File: config.mk
export PLATFORM = sky130hd
export DESIGN_NAME = instruction_fetch
export DESIGN_NICKNAME = d
export VERILOG_FILES = /design/src/rtl/riscv_pkg.sv /design/src/rtl/fetch_pc_gen.sv /design/src/rtl/instruction_fetch.sv
export SDC_FILE = /design/constraint.sdc
export NUM_CORES = 1
export LEC_CHECK = 0
export CAP_MARGIN = 20
export CORE_UTILIZATION = 40
export DETAILED_ROUTE_END_ITERATION = 8
export GPL_TIMING_DRIVEN = 0
export PLACE_DENSITY = 0.69
export SYNTH_ARGS = -nofsm -noshare
export SYNTH_HDL_FRONTEND = slang
export SYNTH_HIERARCHICAL = 1
export SYNTH_SLANG_ARGS = --single-unit
File: constraint.sdc
create_clock -name clk -period 3.6 [get_ports clk]
set_input_delay 0.54 -clock clk [delete_from_list [all_inputs] [get_ports clk]]
set_output_delay 0.54 -clock clk [all_outputs]
set_load 0.02 [all_outputs]
File: src/rtl/riscv_pkg.sv
// Shared RISC-V core definitions: datapath width, canonical NOP and the
// fetch FSM state encoding.
package riscv_pkg;

  localparam int XLEN = 32;

  // addi x0, x0, 0
  localparam logic [XLEN-1:0] NOP = 32'h0000_0013;

  typedef enum logic [1:0] {
    BOOT  = 2'd0,
    RUN   = 2'd1,
    FAULT = 2'd2
  } fetch_state_t;

endpackage

File: src/rtl/fetch_pc_gen.sv
// Combinational next-PC selection and fetch-address legality check.
module fetch_pc_gen
  import riscv_pkg::*;
#(
  parameter int unsigned IMEM_BYTES = 256
) (
  input  logic [XLEN-1:0] pc,
  input  logic            redirect_take,
  input  logic [XLEN-1:0] redirect_pc,
  input  logic            advance,
  output logic [XLEN-1:0] pc_plus4,
  output logic [XLEN-1:0] next_pc,
  output logic            pc_legal
);

  localparam logic [XLEN-1:0] LAST_PC = XLEN'(IMEM_BYTES - 4);

  // Wraps modulo 2^32; running off the end is caught by the range check.
  assign pc_plus4 = pc + 32'd4;

  assign pc_legal = (pc[1:0] == 2'b00) && (pc <= LAST_PC);

  always_comb begin
    next_pc = pc;
    if (redirect_take) begin
      next_pc = redirect_pc;
    end else if (advance) begin
      next_pc = pc_plus4;
    end
  end

endmodule

File: src/rtl/instruction_fetch.sv
// Fetch stage: PC register, IF/ID pipeline register and BOOT/RUN/FAULT
// sequencing with a valid/ready stall from decode and branch redirects.
//
// state | meaning
// BOOT  | one cycle while instruction memory loads; no fetch
// RUN   | fetch one instruction per cycle unless stalled or redirected
// FAULT | illegal fetch address seen; frozen until rst
module instruction_fetch
  import riscv_pkg::*;
#(
  parameter logic [XLEN-1:0] RESET_PC   = 32'h0000_0000,
  parameter int unsigned     IMEM_BYTES = 256
) (
  input  logic            clk,
  input  logic            rst,
  output logic [XLEN-1:0] imem_addr,
  input  logic [XLEN-1:0] imem_instr,
  input  logic            redirect_valid,
  input  logic [XLEN-1:0] redirect_pc,
  input  logic            id_ready,
  output logic            id_valid,
  output logic [XLEN-1:0] id_pc,
  output logic [XLEN-1:0] id_pc_plus4,
  output logic [XLEN-1:0] id_instr,
  output logic            fault,
  output logic [XLEN-1:0] fault_pc,
  output logic [1:0]      fetch_state
);

  fetch_state_t    state_q, state_d;
  logic [XLEN-1:0] pc_q;
  logic            id_valid_q, id_valid_d;
  logic [XLEN-1:0] id_pc_q, id_pc_d;
  logic [XLEN-1:0] id_pc_plus4_q, id_pc_plus4_d;
  logic [XLEN-1:0] id_instr_q, id_instr_d;
  logic            fault_q, fault_d;
  logic [XLEN-1:0] fault_pc_q, fault_pc_d;

  logic            fire;
  logic            redirect_take;
  logic            advance;
  logic [XLEN-1:0] pc_plus4;
  logic [XLEN-1:0] next_pc;
  logic            pc_legal;

  // IF/ID slot is free or being consumed this cycle.
  assign fire = !id_valid_q || id_ready;

  // Redirects steer the PC in BOOT and RUN; FAULT ignores them.
  assign redirect_take = redirect_valid && (state_q == BOOT || state_q == RUN);
  assign advance       = (state_q == RUN) && !redirect_valid && fire && pc_legal;

  fetch_pc_gen #(
    .IMEM_BYTES (IMEM_BYTES)
  ) u_pc_gen (
    .pc            (pc_q),
    .redirect_take (redirect_take),
    .redirect_pc   (redirect_pc),
    .advance       (advance),
    .pc_plus4      (pc_plus4),
    .next_pc       (next_pc),
    .pc_legal      (pc_legal)
  );

  always_comb begin
    state_d       = state_q;
    id_valid_d    = id_valid_q;
    id_pc_d       = id_pc_q;
    id_pc_plus4_d = id_pc_plus4_q;
    id_instr_d    = id_instr_q;
    fault_d       = fault_q;
    fault_pc_d    = fault_pc_q;

    case (state_q)
      BOOT: begin
        state_d = RUN;
      end
      RUN: begin
        if (redirect_valid) begin
          id_valid_d = 1'b0;
        end else if (fire) begin
          if (pc_legal) begin
            id_valid_d    = 1'b1;
            id_pc_d       = pc_q;
            id_pc_plus4_d = pc_plus4;
            id_instr_d    = imem_instr;
          end else begin
            state_d    = FAULT;
            fault_d    = 1'b1;
            fault_pc_d = pc_q;
            id_valid_d = 1'b0;
          end
        end
      end
      FAULT: begin
        id_valid_d = 1'b0;
      end
      default: begin
        state_d = BOOT;
      end
    endcase
  end

  always_ff @(posedge clk) begin
    if (rst) begin
      state_q       <= BOOT;
      pc_q          <= RESET_PC;
      id_valid_q    <= 1'b0;
      id_pc_q       <= '0;
      id_pc_plus4_q <= '0;
      id_instr_q    <= NOP;
      fault_q       <= 1'b0;
      fault_pc_q    <= '0;
    end else begin
      state_q       <= state_d;
      pc_q          <= next_pc;
      id_valid_q    <= id_valid_d;
      id_pc_q       <= id_pc_d;
      id_pc_plus4_q <= id_pc_plus4_d;
      id_instr_q    <= id_instr_d;
      fault_q       <= fault_d;
      fault_pc_q    <= fault_pc_d;
    end
  end

  assign imem_addr   = pc_q;
  assign id_valid    = id_valid_q;
  assign id_pc       = id_pc_q;
  assign id_pc_plus4 = id_pc_plus4_q;
  assign id_instr    = id_instr_q;
  assign fault       = fault_q;
  assign fault_pc    = fault_pc_q;
  assign fetch_state = state_q;

endmodule

# Word level (Yosys, flattened, before mapping)
# Cells that the tools add are included.
word_totals:
  wordCells: 46
  inputBits: 68
  out_inout_bits: 164
  regBits: 164
classes:
  n_lt_le_gt_ge: 1
  n_addsub: 1
  n_reduce_logical: 17
  n_mux: 10
  n_bitwise: 3
  n_eq_ne: 6
ops:
  columns: ["cell", "count"]
  rows:
  - ["$mux 32", 2]
  - ["$add 32x3->32 const B", 1]
  - ["$le 32x8->1 const B", 1]
  - ["$reduce_and 4->1", 3]
  - ["$mux 2", 3]
  - ["$ne 2x2->1 const B", 3]
  - ["$pmux 2 s3", 1]
  - ["$logic_and 1x1->1", 5]
  - ["$logic_not 2->1", 2]
  - ["$reduce_bool 2->1", 2]
  - ["$mux 1", 3]
  - ["$ne 3x3->1 const B", 1]
  - ["$not 1->1", 3]
  - ["$eq 2x1->1 const B", 1]
  - ["$eq 2x2->1 const B", 1]
  - ["$logic_not 1->1", 2]
  - ["$logic_or 1x1->1", 2]
  - ["$pmux 1 s2", 1]
  - ["$reduce_and 2->1", 1]

# Logic depth before layout (Yosys ltp)
# Gate-level depths: netlist (run 1).
logic_depth:
  depth_word: 6
  mapped_depth: 14
  depth_no_buf: 10

# By module
# The synthesis (run 1) kept the hierarchy.
by_module_without_submodules:
  columns: ["module", "cells_each", "area_each_um2", "instances", "seq_area_each_um2"]
  rows:
  - ["instruction_fetch", 610, 6517.5, 1, 3283.1]
  - ["fetch_pc_gen", 274, 1685.4, 1, 0.0]

# Worst setup path before layout (run 1)
# No wires, ideal clock.
synth_timing:
  path_kind: "reg-to-reg"
  from: "register pc_q[22] (netlist: imem_addr[22])"
  to: "register pc_q[30] (netlist: imem_addr[30])"
  slack_ps: 375
  stages_incl_launch_ff: 15
  path_buffers: 4
  setup_ps: 65
  arrival_time_ps: 3159
  period_less_slack_ps: 3225
  required_ps: 3535
  path_cell_list: "dfxtp_1 -> clkbuf_1 -> nor4_1 -> nand4_1 -> nor2_1 -> nor2b_1 -> and4b_1 -> buf_6 -> buf_4 -> clkbuf_1 -> nand3_1 -> or4_1 -> or4_1 -> a31oi_1 -> nor2b_1"
synth_via:
  elab_chain_cells: 4
  elab_cells_between_ends: 7
  classes_between: "1 x add/sub; 1 x order compare; 2 x mux; 3 x reduce/logical"
synth_rtl:
  columns: ["item", "line_no", "text"]
  rows:
  - ["start, declared", "instruction_fetch.sv:31", "logic [XLEN-1:0] pc_q;"]
  - ["start signal, assigned", "instruction_fetch.sv:116", "pc_q <= next_pc;"]
  - ["$le 32x8->1", "fetch_pc_gen.sv:21", "assign pc_legal = (pc[1:0] == 2'b00) && (pc <= LAST_PC);"]
  - ["$logic_and 1x1->1", "fetch_pc_gen.sv:21", null]
  - ["named net pc_legal", "instruction_fetch.sv:44", "logic pc_legal;"]
  - ["$logic_and 1x1->1", "instruction_fetch.sv:51", "assign advance = (state_q == RUN) && !redirect_valid && fire && pc_legal;"]
  - ["named net advance", "instruction_fetch.sv:41", "logic advance;"]
  - ["$reduce_bool 2->1 (no source line)", null, null]
# The timed path passes the listed nets, and every way through them passes these cells. The select of a mux whose other input is x is not followed.
# A chain may end at the register's enable or synchronous reset.

# Final worst setup path (run 1)
layout_timing:
  from: "register pc_q[21] (netlist: imem_addr[21])"
  to: "register pc_q[28] (netlist: imem_addr[28])"
layout_via:
  elab_chain_cells: 4
  elab_cells_between_ends: 7
  classes_between: "1 x add/sub; 1 x order compare; 2 x mux; 3 x reduce/logical"
layout_rtl:
  columns: ["item", "line_no"]
  rows:
  - ["$le 32x8->1", "fetch_pc_gen.sv:21"]
  - ["$logic_and 1x1->1", "fetch_pc_gen.sv:21"]
  - ["named net pc_legal", "instruction_fetch.sv:44"]
  - ["$logic_and 1x1->1", "instruction_fetch.sv:51"]
  - ["$reduce_bool 2->1 (no source line)", null]
# The timed path passes the listed nets, and every way through them passes these cells. The select of a mux whose other input is x is not followed.

==> impl_metrics.tcl, run 1 <==
set metrics [dict create \
    max_freq_mhz 290 \
    synthAdderAreaFrac_pct 0.153 \
    overflow 0 \
    p_seq_share_pct 44.6 \
    pin_count 232 \
    period_share_pct 95.8 \
    ys_ff_latch 164 \
    rows 52 \
    num_antenna_cells 0 \
    wl_per_cell_um 17.3 \
    synthCells 884 \
    grt_pass1_vias 6605 \
    gp_congestion 0.885 \
    dpl-instance-area_sq_um 10800 \
    syn_area_sq_um 8200 \
    grt_pass1_wl_um 37400 \
    clk_pin_slew_ps 60 \
    wirelength_um 24400 \
    yosysWarnings 6 \
    synthSimpleGateAreaFrac_pct 30.7 \
    clockBufferDepth 2 \
    start_util_pct 40.7 \
    crit_path_max_fanout 24 \
    cts_made_buffers 17 \
    crit_chain "clkbuf_1 -> nor4_2 -> nand4_1 -> nor2_4 -> nor2b_1 -> and4b_1 -> buf_12 -> inv_1 -> nor4_2 -> or4b_1 -> a31oi_1 -> nor2b_1" \
    yosysTopAreaCell "dfxtp_1" \
    synth_nets 953 \
    final_util_pct 56.8 \
    max_slew_margin_pct 47.2 \
    tightest_slew_ps 792 \
    syn2layout_area_growth_pct 39.7 \
    avgSynthCellArea_sq_um 9.28 \
    clkPwrFrac_pct 42.8 \
    fp.dieArea_sq_um 21100 \
    synth-compound-area-share_pct 3.58 \
    synth_top_family_by_area "simple AND/OR/NAND/NOR gates" \
    core_area_sq_um 20200 \
    fp.dieW_um 145 \
    ir_worst_vdd_v 0.000280 \
    hp-start "fault$_SDFFE_PP0P_" \
    stdcell_area_sq_um 11500 \
    drtAntennaViolNets 0 \
    p_int_w 0.00318 \
    synth_edf_count 0 \
    grt_max_degree 25 \
    cp-start-kind "register" \
    switching_share_pct 25.6 \
    antenna_found_initial 0 \
    power.density_nw_per_um2 372 \
    h-tree-depth 4 \
    maxCapViolCount 0 \
    drive_above_1_share_pct 6.46 \
    p_sw_w 0.00109 \
    criticalPathCategory "register to register" \
    num_vias 7090 \
    p_comb_share_pct 12.6 \
    drc 0 \
    io_buffers 230 \
    arrival_ps 3810 \
    die_y_um 145 \
    worstReg2RegStart "imem_addr[21]$_SDFF_PP0_" \
    root_buffer "clkbuf_16" \
    dp_hpwl_um 18000 \
    muxShareOfSynthArea_pct 16.0 \
    slowest_delay_ps 460 \
    finalSetupViolations 0 \
    drt_first_pass_iters 5 \
    first_iter_violations 473 \
    crit_buf_inv 3 \
    synth_top_cell_area_share_pct 40.0 \
    min_period_ps 3450 \
    clk_latency_ps 430 \
    leakagePower_nw 4.02 \
    cts.sinks 164 \
    drv_slew 0 \
    endpoint_kind "register" \
    slowest_stage "or4b_1" \
    yosysSeqAreaShare_pct 40.0 \
    ys_async_sr_fraction_pct 0 \
    synth_cell_type_count 50 \
    required_ps 3960 \
    synth_area_leaders "dfxtp_1 40%, nand2b_1 17%, mux2i_1 16%" \
    synthFlopType "dfxtp_1" \
    crit_start "imem_addr[21]$_SDFF_PP0_" \
    synth_xor_area_share_pct 4.27 \
    gr-usage-all-layers_pct 22.7 \
    min_path_type "register to register" \
    fillCellCount 1813 \
    num-nets-final 1202 \
    fin_skew_ps 9.53 \
    hold_violations 0 \
    cts_tree "built" \
    critPathTopFamily "simple AND/OR/NAND/NOR gates" \
    via_per_inst 5.01 \
    outcome "finished clean" \
]
[cell families after synthesis]
group	count (synthesis)
adders and majority gates	1
xor gates and xnor gates	40
AOI/OAI and AO/OA	45
and+or+nand+nor	416
DFF	164
buffers and inverters	87
muxes	131
[power groups by stage]
| stage | logic [W] | registers [W] | clock network (W) |
|---|---|---|---|
| global placement | 0.000529 | 0.00194 | 0 |
| CTS | 0.000534 | 0.00190 | 0.00186 |
| global route | 0.000576 | 0.00191 | 0.00192 |
| finish | 0.000538 | 0.00190 | 0.00183 |
| detailed placement | 0.000531 | 0.00194 | 0 |
| floorplan | 0.000256 | 0.00197 | 0 |
[cell usage after synthesis, types with 3 or more instances]
library cell and instances:
a211o_1 3, a21oi_1 3, a31oi_1 10, and4_1 7, buf_1 3, buf_2 11, buf_4 11, buf_8 4
clkbuf_1 48, dfxtp_1 164, inv_1 8, mux2i_1 129, nand2_1 36, nand2b_1 219, nand3_1 23, nand4_1 18
nor2_1 32, nor2b_1 34, nor3_1 7, nor4_1 9, o21ai_0 16, o31ai_1 4, o41ai_1 3, or3_1 3
or4_1 7, xnor2_1 18, xor2_1 22
[state kept, by name (all words and copies together) (netlist names)]
signal       cells
imem_addr       32
fault            1
id_pc           32
id_valid         1
id_instr        32
fault_pc        32
fetch_state      2
id_pc_plus4     32
[worst min-delay path, cell delays in order (launching register included)]
cell,delay [ps]
dfxtp_1,310
inv_1,40
a21oi_1,50
[final timing paths]
path | cells after the start | to | slack (ps)
worst max-delay path | 12 | imem_addr[28]$_SDFF_PP0_ | 150
worst min-delay path | 2 | fault$_SDFFE_PP0P_ | 440
worst max register to register | 12 | imem_addr[28]$_SDFF_PP0_ | 150
worst min register to register | 2 | fault$_SDFFE_PP0P_ | 440
[stage by stage]
step,setup slack [ps],instances,power [W],hold WS (ps),setup TNS [ps]
CTS,66.1,1415,0.00430,448,0
global route,-9.72,1415,0.00441,488,-9.72
floorplan,375,884,0.00223,522,0
detailed placement,-678,1384,0.00248,438,-10490
finish,151,1415,0.00427,443,0
global placement,-705,1384,0.00247,435,-10620
[per-layer routing]
layer | up-vias | wire (um) | global-route usage, %
li1 | 3487 | - | -
met1 | 3315 | 11600 | 31.4
met2 | 254 | 11100 | 35.6
met3 | 34 | 1230 | 3.49
met4 | 0 | 528 | 8.53
met5 | - | 0 | 0
[layout by cell type (no fill, tap or decap), drive strengths merged, types with 2 or more instances in the layout]
cell,instances
o211ai,2
o31ai,4
clkinvlp,2
nand4,20
mux2,2
o41ai,3
nor4,12
mux2i,129
nand3,23
nand4b,2
and3,2
nand2,36
a21oi,3
or4b,2
nor4bb,2
xor2,22
clkbuf,66
buf,31
xnor2,18
or4,7
a211o,3
clkdlybuf4s50,230
inv,10
nor3,7
nand2b,219
a311o,2
dfxtp,164
clkinv,7
bufinv,2
and4,8
nor2,32
nor2b,34
o21ai,16
or3,5
a31oi,10
[final cells by class]
type,count,area [sq um],share of cell area [%]
sequential,164,3280,28.7
tap,270,338,2.95
clock inverter,12,130,1.14
timing repair buffer,232,2320,20.2
clock buffer,19,453,3.95
inverter,9,33.8,0.295
buffer,76,398,3.47
multi-input combinational,633,4510,39.3
[timing repair]
item                       CTS  global route
buffers inserted             2             0
cloned                       0             0
hold buffers                 0             0
gates resized for setup      1             5
setup endpoints to repair   29             7
Power figures use the tool's default switching activity.
==> run 2: changes to the inputs <==
--- a/config.mk
+++ b/config.mk
@@ -10,6 +10,7 @@
 export DETAILED_ROUTE_END_ITERATION = 8
 export GPL_TIMING_DRIVEN = 0
 export PLACE_DENSITY = 0.69
+export SLEW_MARGIN = 15
 export SYNTH_ARGS = -nofsm -noshare
 export SYNTH_HDL_FRONTEND = slang
 export SYNTH_HIERARCHICAL = 1
==> results of run 2 <==
Final layout, timing and power as in run 1 (identical DEF).
